### config.mk
export PLATFORM = sky130hd
export DESIGN_NAME = instruction_fetch
export DESIGN_NICKNAME = d
export VERILOG_FILES = /design/src/rtl/instruction_fetch.sv
export SDC_FILE = /design/constraint.sdc
export NUM_CORES = 1
export LEC_CHECK = 0
export CAP_MARGIN = 20
export CORE_MARGIN = 2
export CORE_UTILIZATION = 36
export CTS_BUF_LIST = sky130_fd_sc_hd__clkbuf_8
export CTS_CLUSTER_SIZE = 25
export DETAILED_ROUTE_END_ITERATION = 6
export PLACE_DENSITY = 0.79
export SYNTH_ARGS = -nofsm -noshare
export SYNTH_HDL_FRONTEND = slang
export SYNTH_SLANG_ARGS = --single-unit
### constraint.sdc
create_clock -name clk -period 1.5 [get_ports clk]
set_input_delay 0.225 -clock clk [delete_from_list [all_inputs] [get_ports clk]]
set_output_delay 0.225 -clock clk [all_outputs]
set_load 0.005 [all_outputs]
### src/rtl/instruction_fetch.sv
// Fetch stage: PC, synchronous imem drive, BS/PS next-PC resolve; FETCH_STATS_EN adds fetch/flush counters.
// Latency: instruction on instr_o one cycle after its address; a taken branch inserts one NOP bubble.
// Backpressure: stall_i freezes PC, slot and memory read (imem_en_o low); branches wait for release.
module instruction_fetch #(
   parameter int              PC_W     = 8,
   parameter int              INSTR_W  = 17,
   parameter logic [PC_W-1:0] RESET_PC = '0
) (
   input  logic               clk,
   input  logic               rst_n,
   input  logic               stall_i,
   output logic [PC_W-1:0]    imem_addr_o,
   output logic               imem_en_o,
   input  logic [INSTR_W-1:0] imem_rdata_i,
   output logic [INSTR_W-1:0] instr_o,
   output logic [PC_W-1:0]    instr_pc_o,
   input  logic [1:0]         bs_i,
   input  logic               ps_i,
   input  logic               zero_i,
   input  logic [PC_W-1:0]    br_const_i,
   input  logic [PC_W-1:0]    br_reg_i,
`ifdef FETCH_STATS_EN
   output logic [15:0]        fetch_cnt_o,
   output logic [15:0]        flush_cnt_o,
`endif
   output logic               flush_o
);

   logic [PC_W-1:0] pc_q, pc_d;
   logic            valid_q, valid_d;
   logic [PC_W-1:0] instr_pc_q, instr_pc_d;
   logic            br_cond;
   logic            taken;
   logic [PC_W-1:0] target;

   always_comb begin
      br_cond = 1'b0;
      target  = br_const_i;
      case (bs_i)
         2'b01:   br_cond = zero_i;
         2'b10: begin
            br_cond = 1'b1;
            target  = br_reg_i;
         end
         2'b11:   br_cond = ps_i ? ~zero_i : 1'b1;
         default: br_cond = 1'b0;
      endcase
      // An empty slot carries no branch, and a stalled slot is re-evaluated on release.
      taken = valid_q & ~stall_i & br_cond;
   end

   always_comb begin
      pc_d       = pc_q;
      valid_d    = valid_q;
      instr_pc_d = instr_pc_q;
      if (!stall_i) begin
         instr_pc_d = pc_q;
         if (taken) begin
            pc_d    = target;
            valid_d = 1'b0;
         end else begin
            pc_d    = pc_q + 1'b1;
            valid_d = 1'b1;
         end
      end
   end

   always_ff @(posedge clk or negedge rst_n) begin
      if (!rst_n) begin
         pc_q       <= RESET_PC;
         valid_q    <= 1'b0;
         instr_pc_q <= '0;
      end else begin
         pc_q       <= pc_d;
         valid_q    <= valid_d;
         instr_pc_q <= instr_pc_d;
      end
   end

   assign imem_addr_o = pc_q;
   assign imem_en_o   = ~stall_i;
   assign instr_o     = valid_q ? imem_rdata_i : '0;
   assign instr_pc_o  = instr_pc_q;
   assign flush_o     = taken;

`ifdef FETCH_STATS_EN
   logic [15:0] fetch_cnt_q, fetch_cnt_d;
   logic [15:0] flush_cnt_q, flush_cnt_d;

   always_comb begin
      fetch_cnt_d = fetch_cnt_q;
      flush_cnt_d = flush_cnt_q;
      if (!stall_i && valid_q && fetch_cnt_q != 16'hFFFF)
         fetch_cnt_d = fetch_cnt_q + 16'd1;
      if (taken && flush_cnt_q != 16'hFFFF)
         flush_cnt_d = flush_cnt_q + 16'd1;
   end

   always_ff @(posedge clk or negedge rst_n) begin
      if (!rst_n) begin
         fetch_cnt_q <= '0;
         flush_cnt_q <= '0;
      end else begin
         fetch_cnt_q <= fetch_cnt_d;
         flush_cnt_q <= flush_cnt_d;
      end
   end

   assign fetch_cnt_o = fetch_cnt_q;
   assign flush_cnt_o = flush_cnt_q;
`endif

endmodule

# ---- After elaboration in Yosys (flattened, before gate mapping)
# Index checks and enable logic that the tools add are counted.
dict set report classes {
  eq_ne 3
  n_bitwise 4
  n_mux 6
  add_sub_neg 1
}
# cell count
set op_table {}
lappend op_table {{$mux W17} 1}
lappend op_table {{$mux W8} 2}
lappend op_table {{$add A8 B1 Y8 const B} 1}
lappend op_table {{$eq A2 B2 Y1 const B} 2}
lappend op_table {{$pmux W1 S3} 1}
lappend op_table {{$and A1 B1 Y1} 2}
lappend op_table {{$eq A2 B1 Y1 const B} 1}
lappend op_table {{$mux W1} 2}
lappend op_table {{$not A1 Y1} 2}
dict set report word_totals {
  regBits 17
  wordCells 17
  output_inout_bits 35
  inputBits 40
}

# ---- Longest topological paths before layout
dict set report logic_depth {
  depth_word 5
  depth_mapped 6
  mapped_depth_nobuf 5
}

# ---- Worst setup path after synthesis
# OpenSTA, ideal clock, no wires.
dict set report synth_timing {
  path_type {reg-to-reg}
  startpoint {reg pc_q[0] (netlist: imem_addr_o[0])}
  endpoint {reg pc_q[4] (netlist: imem_addr_o[4])}
  required_ns 1.374
  path_stages_with_launch 6
  arrival_ns 1.258
  setup_ns 0.126
  path_slack_ns 0.116
  n_path_buf 0
  synth_period_minus_slack_ns 1.384
  cell_sequence {dfrtp_1 -> ha_1 -> nand3_1 -> nor3_1 -> a22o_1 -> a311o_1}
}
dict set report synth_between {
  elab_chain_cells 2
}
# item line_no
set synth_rtl {}
lappend synth_rtl {{start, declared} 29} ;# logic [PC_W-1:0] pc_q, pc_d;
lappend synth_rtl {{start signal, assigned} 74} ;# pc_q <= pc_d;
lappend synth_rtl {{$add A8 B1 Y8} 62} ;# pc_d = pc_q + 1'b1;
lappend synth_rtl {{$mux W8} 58} ;# if (taken) begin
# No other way between the ends.
# A chain may end at the register's enable or synchronous reset.

# ---- Final worst setup path
dict set report layout_timing {
  startpoint {in stall_i}
  endpoint {out flush_o}
}
dict set report layout_between {
  elab_chain_cells 3
}
# item line_no
set layout_rtl {}
lappend layout_rtl {{start, declared} 11} ;# input logic stall_i,
lappend layout_rtl {{$not A1 Y1} 49} ;# taken = valid_q & ~stall_i & br_cond;
lappend layout_rtl {{$and A1 B1 Y1 (2 in series)} 49}
lappend layout_rtl {{end, declared} 26} ;# output logic flush_o
# No other way between the ends.

==> results by group <==
Run status
  – Status: finished clean

Setup path
  – Worst Path Arrival: between 1 and 1.5 ns
  – Buf+Inv Stages, Crit Path: 3
  – Highest-delay cell along the critical path: clkdlybuf4s50_1
  – Worst setup EP type: output pin
  – Worst setup path class: in2out
  – Worst path cell trace: clkdlybuf4s50_1, nand4bb_4, inv_4, clkdlybuf4s15_2
  – CP startpoint kind: primary input
  – Worst-path fanout max: 2
  – Crit-path max cell delay: around 0.45 ns
  – Family with the most delay on the worst path: buffers and inverters
  – Crit path required time: between 1 and 1.5 ns

STA
  – Max_slew headroom: 82.23%
  – Final Hold Vio Count: 0
  – Max Slew Vio Count: 0
  – Post-route clock skew: roughly 0.0011 ns
  – Worst slew pin tran: between 0.2 and 0.3 ns
  – Unrepaired setup endpoints after global routing: no
  – WHS: roughly 0.29 ns
  – Setup ws final: 0.04044 ns
  – Final Critical Period: about 1.5 ns
  – Final worst path period share: between 90% and 100%
  – Final setup vio count: 0
  – Setup_tns: 0 ns
  – Max Freq: just under 700 MHz

Power
  – Internal: around 1.5 mW
  – Leakage: 0.8746 nW
  – Clock power share: roughly 16%
  – NetSw: ~0.65 mW
  – Sw Ratio: just over 30%
  – P per Cell Area: approximately 1100 nW/um^2
  – Combinational share of power: a little under half
  – Total power: approximately 2.2 mW
  – Max IR drop VDD: around 0.00084 V
  – Sequential power share: a little over a third

Floorplanning
  – Total Die Area: 3383 um^2
  – Starting density of the core: 37.97%
  – Die X: 58.16 um
  – Core box area: 2781 um^2
  – Die Ht: ~58 um
  – IO Pins: 75
  – Site Rows: 19

Logic synthesis
  – Cell taking the most area after synthesis: dfrtp_1
  – Syn_nets: between 100 and 150
  – Share of the synthesized area in the top cell type: between 40 and 50%
  – Fraction of registers with async set/reset: 100.0%
  – Seq/Total Area, Yosys: about 40%
  – #FFs+latches synth: 17
  – Cell Area, Synth: ~1100 um^2
  – Most frequent cells after synthesis: and2_1 (17), dfrtp_1 (17), mux2_2 (10), mux2i_1 (9), nand2_1 (6)
  – Syn. warnings: 0
  – Top post-synthesis cells by area: dfrtp_1 (40%), mux2_2 (11%), and2_1 (10%), mux2i_1 (8.5%), buf_6 (2.1%)
  – Most used flip-flop cell after synthesis: dfrtp_1
  – Cells after synthesis: ~100
  – Count of cell types in the netlist: 32
  – Synthesized area per cell: just over 10 um^2
  – Post-synth EDFFs: 0

Routing
  – DR iter-0 viols: 28
  – Routed wire length: 3377 um
  – Via-to-Cell Ratio: just over 5
  – DRT antenna net count: 0
  – Vias: between 1,000 and 1,500
  – Pre-Repair DR Iteration Count: 4
  – Wire per inst: 15.01 um
  – DRC: 0

Finish
  – FILL cells: 210
  – Post-route insts no fill: between 200 and 250
  – Fin util: between 70 and 80%
  – Layout cells sized above 1: between 20% and 30%
  – Final instance area: approximately 2000 um^2
  – Nets: 236
  – Area Overhead vs Synth: 92.30%
  – Antenna Cells: 0

Clocking
  – CTS tree: done
  – Worst-skew pair later-pin latency: approximately 0.25 ns
  – CTS clk-pin slew, worst paths: around 0.07 ns
  – Htree depth: 1
  – CTS Buf Count: 3
  – Clock sink count: 17
  – Root Driver: clkbuf_8
  – Post-CTS Hold Buffers: 0
  – Clk buf depth: 2

Place
  – DP Area: between 1500 and 2000 um^2
  – Placed wire-length estimate: 2561 um
  – Post-place setup slack: -0.4013 ns
  – IO buf count: 74
  – Dpl cells: roughly 210
  – Final GP Congestion: 0.7711

Flow run
  – Max cap viols: 0

Global routing
  – Largest net degree at the start of global routing: 19
  – Vias in the first global route: 1,153
  – Global route total overflow: 0
  – First-pass GRT wire length: approximately 5500 um
  – Number of antenna violations at the first check in global routing: 0
  – GRT Total Usage: between 20 and 25%

Worst hold path
  – Path category of the worst min-delay check: in2async
-- placed cells by master (no fill, tap or decap), types with 2 or more instances in the layout --
| master | synthesis | layout |
|---|---|---|
| and2_1 | 17 | 17 |
| inv_1 | 1 | 2 |
| dfrtp_1 | 17 | 13 |
| nand3_1 | 4 | 3 |
| dfrtp_2 | 0 | 4 |
| a2bb2oi_1 | 2 | 2 |
| mux2i_1 | 9 | 9 |
| mux2_2 | 10 | 10 |
| dlygate4sd2_1 | 0 | 22 |
| a21oi_1 | 3 | 3 |
| nand4_1 | 2 | 2 |
| nor4_1 | 2 | 2 |
| o21ai_0 | 3 | 3 |
| clkbuf_8 | 0 | 3 |
| nand2_1 | 6 | 6 |
| a311o_1 | 2 | 2 |
| clkdlybuf4s50_1 | 0 | 50 |
| buf_4 | 2 | 16 |
| buf_6 | 2 | 4 |
| nor3_1 | 2 | 2 |
-- state kept, by name, indices dropped and copies added (netlist names) --
name and cells:
valid_q 1, instr_pc_o 8, imem_addr_o 8
-- power by group through the flow --
stage / Clock, mW / Combinational, mW / Sequential [mW]
finish: 0.342 / 1.04 / 0.778
global route: 0.361 / 1.12 / 0.799
CTS: 0.341 / 0.994 / 0.778
detailed placement: 0 / 0.978 / 0.779
global placement: 0 / 0.955 / 0.771
floorplan: 0 / 0.347 / 0.759
-- kinds of logic after synthesis --
group | after synthesis | synth area share, %
AOI/OAI and AO/OA | 18 | 12.56
DFF | 17 | 40.28
and+or+nand+nor | 37 | 20.62
adders and majority gates | 1 | 1.185
buffers and inverters | 10 | 6.161
muxes | 19 | 19.19
-- final timing paths --
| check | start | slack [ns] | endpoint | cells past startpoint |
|---|---|---|---|---|
| worst max-delay path | stall_i | 0.04 | flush_o | 4 |
| max in group asynchronous | rst_n | 1.00 | imem_addr_o[2]$_DFFE_PN0N_ | 2 |
| worst min register to register | instr_pc_o[2]$_DFFE_PN0N_ | 0.50 | instr_pc_o[2]$_DFFE_PN0N_ | 1 |
| worst min-delay path | rst_n | 0.29 | instr_pc_o[5]$_DFFE_PN0N_ | 2 |
| worst max register to register | imem_addr_o[0]$_DFFE_PN0N_ | 0.07 | imem_addr_o[7]$_DFFE_PN0N_ | 4 |
| min in group clk | instr_pc_o[2]$_DFFE_PN0N_ | 0.50 | instr_pc_o[2]$_DFFE_PN0N_ | 1 |
-- final cells by class --
| type | instances | area (um^2) | area share (%) |
|---|---|---|---|
| Timing Repair Buffer | 96 | 917.1 | 45.16 |
| Inverter | 2 | 10.01 | 0.4929 |
| Multi-Input combinational cell | 75 | 589.3 | 29.02 |
| Sequential cell | 17 | 430.4 | 21.20 |
| Clock buffer | 3 | 41.29 | 2.033 |
| Tap cell | 31 | 38.79 | 1.910 |
| Clock inverter | 1 | 3.754 | 0.1848 |
-- layer usage --
metal	vias up	GRT usage, %	share of wire [%]
met3	5	4.911	8.6
met1	540	26.35	41
li1	553	-	-
met4	0	6.977	1.2
met5	-	0	0
met2	60	37.01	49
-- worst reg2reg max path, stage by stage, from the launching register on --
cell and delay (ns):
dfrtp_1 0.39, buf_4 0.14, and4_4 0.25, nand4_1 0.13, a311o_1 0.39
-- what timing repair did --
action | CTS | global route
setup buffers | 6 | 3
endpoints found under the setup margin | 25 | 8
resized for setup | 33 | 7
pin swaps | 1 | 3
No activity file was read; power rests on OpenSTA's default activity.
